[config.mk]
export PLATFORM = sky130hd
export DESIGN_NAME = pipe_alu_regmem
export DESIGN_NICKNAME = d
export VERILOG_FILES = /design/src/rtl/pipe_alu_pkg.sv /design/src/rtl/pipe_alu_core.sv /design/src/rtl/pipe_alu_regmem.sv
export SDC_FILE = /design/constraint.sdc
export NUM_CORES = 2
export LEC_CHECK = 0
export CORE_ASPECT_RATIO = 1.25
export CORE_UTILIZATION = 55
export DETAILED_ROUTE_END_ITERATION = 7
export HOLD_SLACK_MARGIN = 0.15
export PLACE_DENSITY = 0.78
export SLEW_MARGIN = 20
export SYNTH_ARGS = -nofsm -noshare
export SYNTH_HDL_FRONTEND = slang
export SYNTH_SLANG_ARGS = --single-unit
[constraint.sdc]
create_clock -name clk -period 18.03 [get_ports clk]
set_input_delay 4.5075 -clock clk [delete_from_list [all_inputs] [get_ports clk]]
set_output_delay 4.5075 -clock clk [all_outputs]
set_load 0.02 [all_outputs]
[src/rtl/pipe_alu_pkg.sv]
// Shared opcodes, default sizes and pipeline depth for the register-bank ALU pipeline.
package pipe_alu_pkg;

   localparam int DEF_WIDTH  = 16;
   localparam int DEF_NREGS  = 16;
   localparam int DEF_MDEPTH = 256;

   // vld_pipe[0] is the RD/EX stage, vld_pipe[STAGES] drives out_valid
   localparam int STAGES = 3;
   localparam int VLD_W  = STAGES + 1;
   localparam int FUNC_W = 4;

   typedef logic [FUNC_W-1:0] func_t;

   localparam func_t FN_ADD  = 4'd0;
   localparam func_t FN_SUB  = 4'd1;
   localparam func_t FN_MUL  = 4'd2;
   localparam func_t FN_PASA = 4'd3;
   localparam func_t FN_PASB = 4'd4;
   localparam func_t FN_AND  = 4'd5;
   localparam func_t FN_OR   = 4'd6;
   localparam func_t FN_XOR  = 4'd7;
   localparam func_t FN_NEGA = 4'd8;
   localparam func_t FN_NEGB = 4'd9;
   localparam func_t FN_SHRA = 4'd10;
   localparam func_t FN_SHRB = 4'd11;

endpackage

[src/rtl/pipe_alu_core.sv]
// Combinational ALU: z = func(a, b), truncated to WIDTH bits.
module pipe_alu_core
   import pipe_alu_pkg::*;
#(
   parameter int WIDTH = DEF_WIDTH
) (
   input  logic [WIDTH-1:0]  a,
   input  logic [WIDTH-1:0]  b,
   input  logic [FUNC_W-1:0] func,
   output logic [WIDTH-1:0]  z
);

   always_comb begin
      z = '0;
      case (func)
         FN_ADD:  z = a + b;
         FN_SUB:  z = a - b;
         FN_MUL:  z = a * b;
         FN_PASA: z = a;
         FN_PASB: z = b;
         FN_AND:  z = a & b;
         FN_OR:   z = a | b;
         FN_XOR:  z = a ^ b;
         FN_NEGA: z = -a;
         FN_NEGB: z = -b;
         FN_SHRA: z = a >> 1;
         FN_SHRB: z = b >> 1;
         default: z = '0;
      endcase
   end

endmodule

[src/rtl/pipe_alu_regmem.sv]
// 4-stage RD/EX/WB/MS ALU pipeline with register bank, data memory and debug read port.
// Define PIPE_ALU_FWD_EN to bypass EX/WB results into operand read.
module pipe_alu_regmem
   import pipe_alu_pkg::*;
#(
   parameter int WIDTH  = DEF_WIDTH,
   parameter int NREGS  = DEF_NREGS,
   parameter int MDEPTH = DEF_MDEPTH,
   localparam int RAW   = $clog2(NREGS),
   localparam int MAW   = $clog2(MDEPTH)
) (
   input  logic              clk,
   input  logic              rst,
   input  logic              in_valid,
   input  logic [RAW-1:0]    rs1,
   input  logic [RAW-1:0]    rs2,
   input  logic [RAW-1:0]    rd,
   input  logic [3:0]        func,
   input  logic [MAW-1:0]    addr,
   output logic              out_valid,
   output logic [WIDTH-1:0]  zout,
   output logic              out_zero,
   output logic [MAW-1:0]    out_addr,
   input  logic [MAW-1:0]    dbg_addr,
   output logic [WIDTH-1:0]  dbg_data
);

   logic [STAGES:0]   vld_pipe;
   logic [WIDTH-1:0]  regbank [NREGS];
   logic [WIDTH-1:0]  mem [MDEPTH];

   logic [WIDTH-1:0]  opa, opb;
   logic [WIDTH-1:0]  ex_a, ex_b, ex_z;
   logic [3:0]        ex_func;
   logic [RAW-1:0]    ex_rd, wb_rd;
   logic [MAW-1:0]    ex_addr, wb_addr, ms_addr;
   logic [WIDTH-1:0]  wb_z, ms_z;

   pipe_alu_core #(.WIDTH(WIDTH)) u_core (
      .a    (ex_a),
      .b    (ex_b),
      .func (ex_func),
      .z    (ex_z)
   );

   always_comb begin
      opa = regbank[rs1];
      opb = regbank[rs2];
`ifdef PIPE_ALU_FWD_EN
      // youngest producer wins: EX result beats the WB register
      if (vld_pipe[0] && ex_rd == rs1)      opa = ex_z;
      else if (vld_pipe[1] && wb_rd == rs1) opa = wb_z;
      if (vld_pipe[0] && ex_rd == rs2)      opb = ex_z;
      else if (vld_pipe[1] && wb_rd == rs2) opb = wb_z;
`endif
   end

   always_ff @(posedge clk or posedge rst) begin
      if (rst) begin
         vld_pipe <= '0;
         ex_a     <= '0;
         ex_b     <= '0;
         ex_func  <= '0;
         ex_rd    <= '0;
         ex_addr  <= '0;
         wb_z     <= '0;
         wb_rd    <= '0;
         wb_addr  <= '0;
         ms_z     <= '0;
         ms_addr  <= '0;
         zout     <= '0;
         out_zero <= 1'b1;
         out_addr <= '0;
         for (int i = 0; i < NREGS; i++) regbank[i] <= '0;
      end else begin
         vld_pipe <= {vld_pipe[STAGES-1:0], in_valid};
         ex_a     <= opa;
         ex_b     <= opb;
         ex_func  <= func;
         ex_rd    <= rd;
         ex_addr  <= addr;
         wb_z     <= ex_z;
         wb_rd    <= ex_rd;
         wb_addr  <= ex_addr;
         if (vld_pipe[1]) regbank[wb_rd] <= wb_z;
         ms_z     <= wb_z;
         ms_addr  <= wb_addr;
         // outputs hold the last completed op across bubbles
         if (vld_pipe[2]) begin
            zout     <= ms_z;
            out_zero <= (ms_z == '0);
            out_addr <= ms_addr;
         end
      end
   end

   // memory is not reset; reset clears vld_pipe so no store follows it
   always_ff @(posedge clk) begin
      if (vld_pipe[2]) mem[ms_addr] <= ms_z;
   end

   assign out_valid = vld_pipe[STAGES];
   assign dbg_data  = mem[dbg_addr];

endmodule

==> metrics <==
status=complete, but fails checks; failing checks=DRC; clk slew on worst S/H paths=70 ps; clk buf depth=4; fillers=20.7k; synth cell count leaders=edfxtp_1 (4,096), mux4_2 (1,440), dfrtp_1 (384); Setup Total Neg Slack=0 ps; IO buf count=76; ratio of final minimum period to clock period=78.4%; asr flop ratio synth=8.59%; Num CTS Buffers=404; first-pass GRT wire length=690,000 µm; Rows=234; fmax=70.7 MHz; Pwr per Cell Area=103 nW/µm²; Critical Path Fanout Max=89; Syn Area/Cell=22.1 µm²; Post-synth EDFFs=4,096; CTS Sinks=4,481; CP startpoint kind=input port; final wirelength=484,000 µm; DR iter-0 viols=14.0k; Worst Tran Pin Value=1320 ps; ys flop type=edfxtp_1; detailed placer's ending HPWL=255,000 µm; DR vias/cell=6.85; RSZ-0062 raised after global routing=false; initial core utilization=55.3%; Slew headroom=11.8%; post-synthesis cell count=8,150; top-area cell type share of the netlist area=68.3%; YS warnings=0; total gr overflow=0; Syn Std Cell Area=180,000 µm²; FF+latch area=133,000 µm²; core area=326,000 µm²; leakage power=76.9 nW; Hold Slack=327 ps; met3 usage=6.23%; top post-synthesis cells by area=edfxtp_1 (68%), mux4_2 (18%), dfrtp_1 (5.3%); Max-Cap Viols=0; HP Class=flip-flop to flip-flop; antenna violations before repair=24; vias=90.8k; worst vdd ir=0.0997 mV; Layout area overhead=11.9%; busiest grt layer=met2; Tot GR Track Use=29.5%; post-CTS setup buffers=0; Die Ht=642 µm; Final Max Tran Viols=0; Setup Skew=75.2 ps; multi-input gate area in the final layout=45,200 µm²; layout cell share with drive strength beyond 1=31.6%; CTS Hold Bufs=0; met2 Track Usage GR=48.3%; Final Non-Filler Cells=13.3k; final setup fails=0; syn nets=8,364; Yosys cell types=68; die width=514 µm; nets=8,754; DRT antenna net count=0; DRT Pass-1 Iters=8; grt met1 use=36.9%; Die Area=330,000 µm²; io pins=77; Post-Place Cells=12.5k; H-tree Lvls=5; CP Capture Type=output port; post-synthesis sequential area ratio=73.6%; Final Hold Viols=0; post-route DRC violation count=22; crit path DAT=9640 ps; drt wl/cell=36.5 µm; flops & latches, synth=4,481; Yosys top cell by area=edfxtp_1; most frequent cell after synthesis=edfxtp_1; CTS resizes=0; clk root buf=clkbuf_16; largest net degree at the start of global routing=211; CTS tree=done; GPL Wtd Cong=0.912; Critical Path RT=13,520 ps; clk_lat worst skew=960 ps; minimum clock period=14,140 ps; Setup CP Type=input port to output port; vias in the first global route=94.7k
-- worst paths after layout --
check / cells after the start / end / slack [ps] / start
min in group asynchronous: 2 / ex_a[7]$_DFF_PP0_ / 4230 / rst
worst max register to register: 19 / wb_z[15]$_DFF_PP0_ / 11390 / ex_b[5]$_DFF_PP0_
worst min register to register: 0 / ms_addr[1]$_DFF_PP0_ / 330 / wb_addr[1]$_DFF_PP0_
worst min-delay path: 0 / ms_addr[1]$_DFF_PP0_ / 330 / wb_addr[1]$_DFF_PP0_
worst max-delay path: 9 / dbg_data[14] / 3890 / dbg_addr[1]
max in group asynchronous: 4 / ms_z[13]$_DFF_PP0_ / 11480 / rst
-- placed cells by master, fill, tap and decap left out, types with 20 or more instances in the layout --
cell	n
clkdlybuf4s50_1	66
clkbuf_16	419
nand2_1	150
nor2b_1	43
clkinvlp_4	25
mux2_2	279
clkbuf_1	59
fa_1	81
nor2_1	362
a221oi_1	20
clkinv_1	74
o21ai_0	39
a22oi_1	75
a21oi_1	27
inv_1	142
buf_4	360
bufinv_16	57
nand3_1	31
mux4_2	1440
a211oi_1	28
mux2i_1	95
clkinv_2	77
dfrtp_1	367
buf_12	23
edfxtp_1	4096
ha_1	98
xnor2_1	65
-- sequential cells by signal, indices dropped and copies added, names as in the netlist --
register / count
out_addr: 8
wb_addr: 8
ex_addr: 8
ex_b: 16
out_zero: 1
vld_pipe: 4
zout: 16
wb_rd: 4
ex_func: 4
wb_z: 16
regbank: 256
ms_addr: 8
ex_a: 16
ms_z: 16
ex_rd: 4
mem: 4096
-- layer usage --
| metal | vias up | part of all wire, % |
|---|---|---|
| met5 | - | 0.060 |
| met4 | 20 | 6.3 |
| met3 | 1463 | 11 |
| met2 | 7143 | 50 |
| met1 | 47600 | 33 |
| li1 | 34700 | - |
-- worst max-delay path, stage by stage --
cell             delay [ps]
buf_8                   630
buf_4                   640
mux4_2                  360
mux4_2                  260
mux2i_1                 210
a22oi_1                 490
nand2_1                 520
nor4b_1                1050
clkdlybuf4s50_1         770
-- report_power, final --
part | switching (mW) | internal [mW]
Clock | 3.87 | 5.13
Combinational | 0.324 | 0.175
Sequential | 0.0123 | 11.2
-- through the flow --
| step | power (mW) | util (%) | area, µm² | setup WS [ps] |
|---|---|---|---|---|
| after CTS | 20.7 | 61.9 | 202000 | 3920 |
| after detailed placement | 11.9 | 57.7 | 188000 | 4030 |
| after global placement | 11.9 | 57.7 | 188000 | 3570 |
| after floorplan | 11.7 | - | 180000 | 2830 |
| final | 20.7 | 61.9 | 202000 | 3890 |
| after global routing | 21.1 | 61.9 | 202000 | 3660 |
-- area by class of cell --
| cell class | count | area share (%) |
|---|---|---|
| Sequential cell | 4481 | 65.8 |
| Multi-Input combinational cell | 3038 | 22.4 |
| Clock buffer | 492 | 5.41 |
| Tap cell | 4366 | 2.71 |
| Timing Repair Buffer | 461 | 1.98 |
| Clock inverter | 247 | 1.39 |
| Inverter | 154 | 0.290 |
| Antenna cell | 18 | 0.0223 |
-- cells by family after synthesis --
logic type | synth area share (%)
mux | 20.3
compound gates | 0.942
xor+xnor | 0.399
flops | 73.6
fa+ha+maj | 1.58
buf+inv | 1.44
simple gates | 1.76
Note: power is estimated with default switching activity, not from simulation.
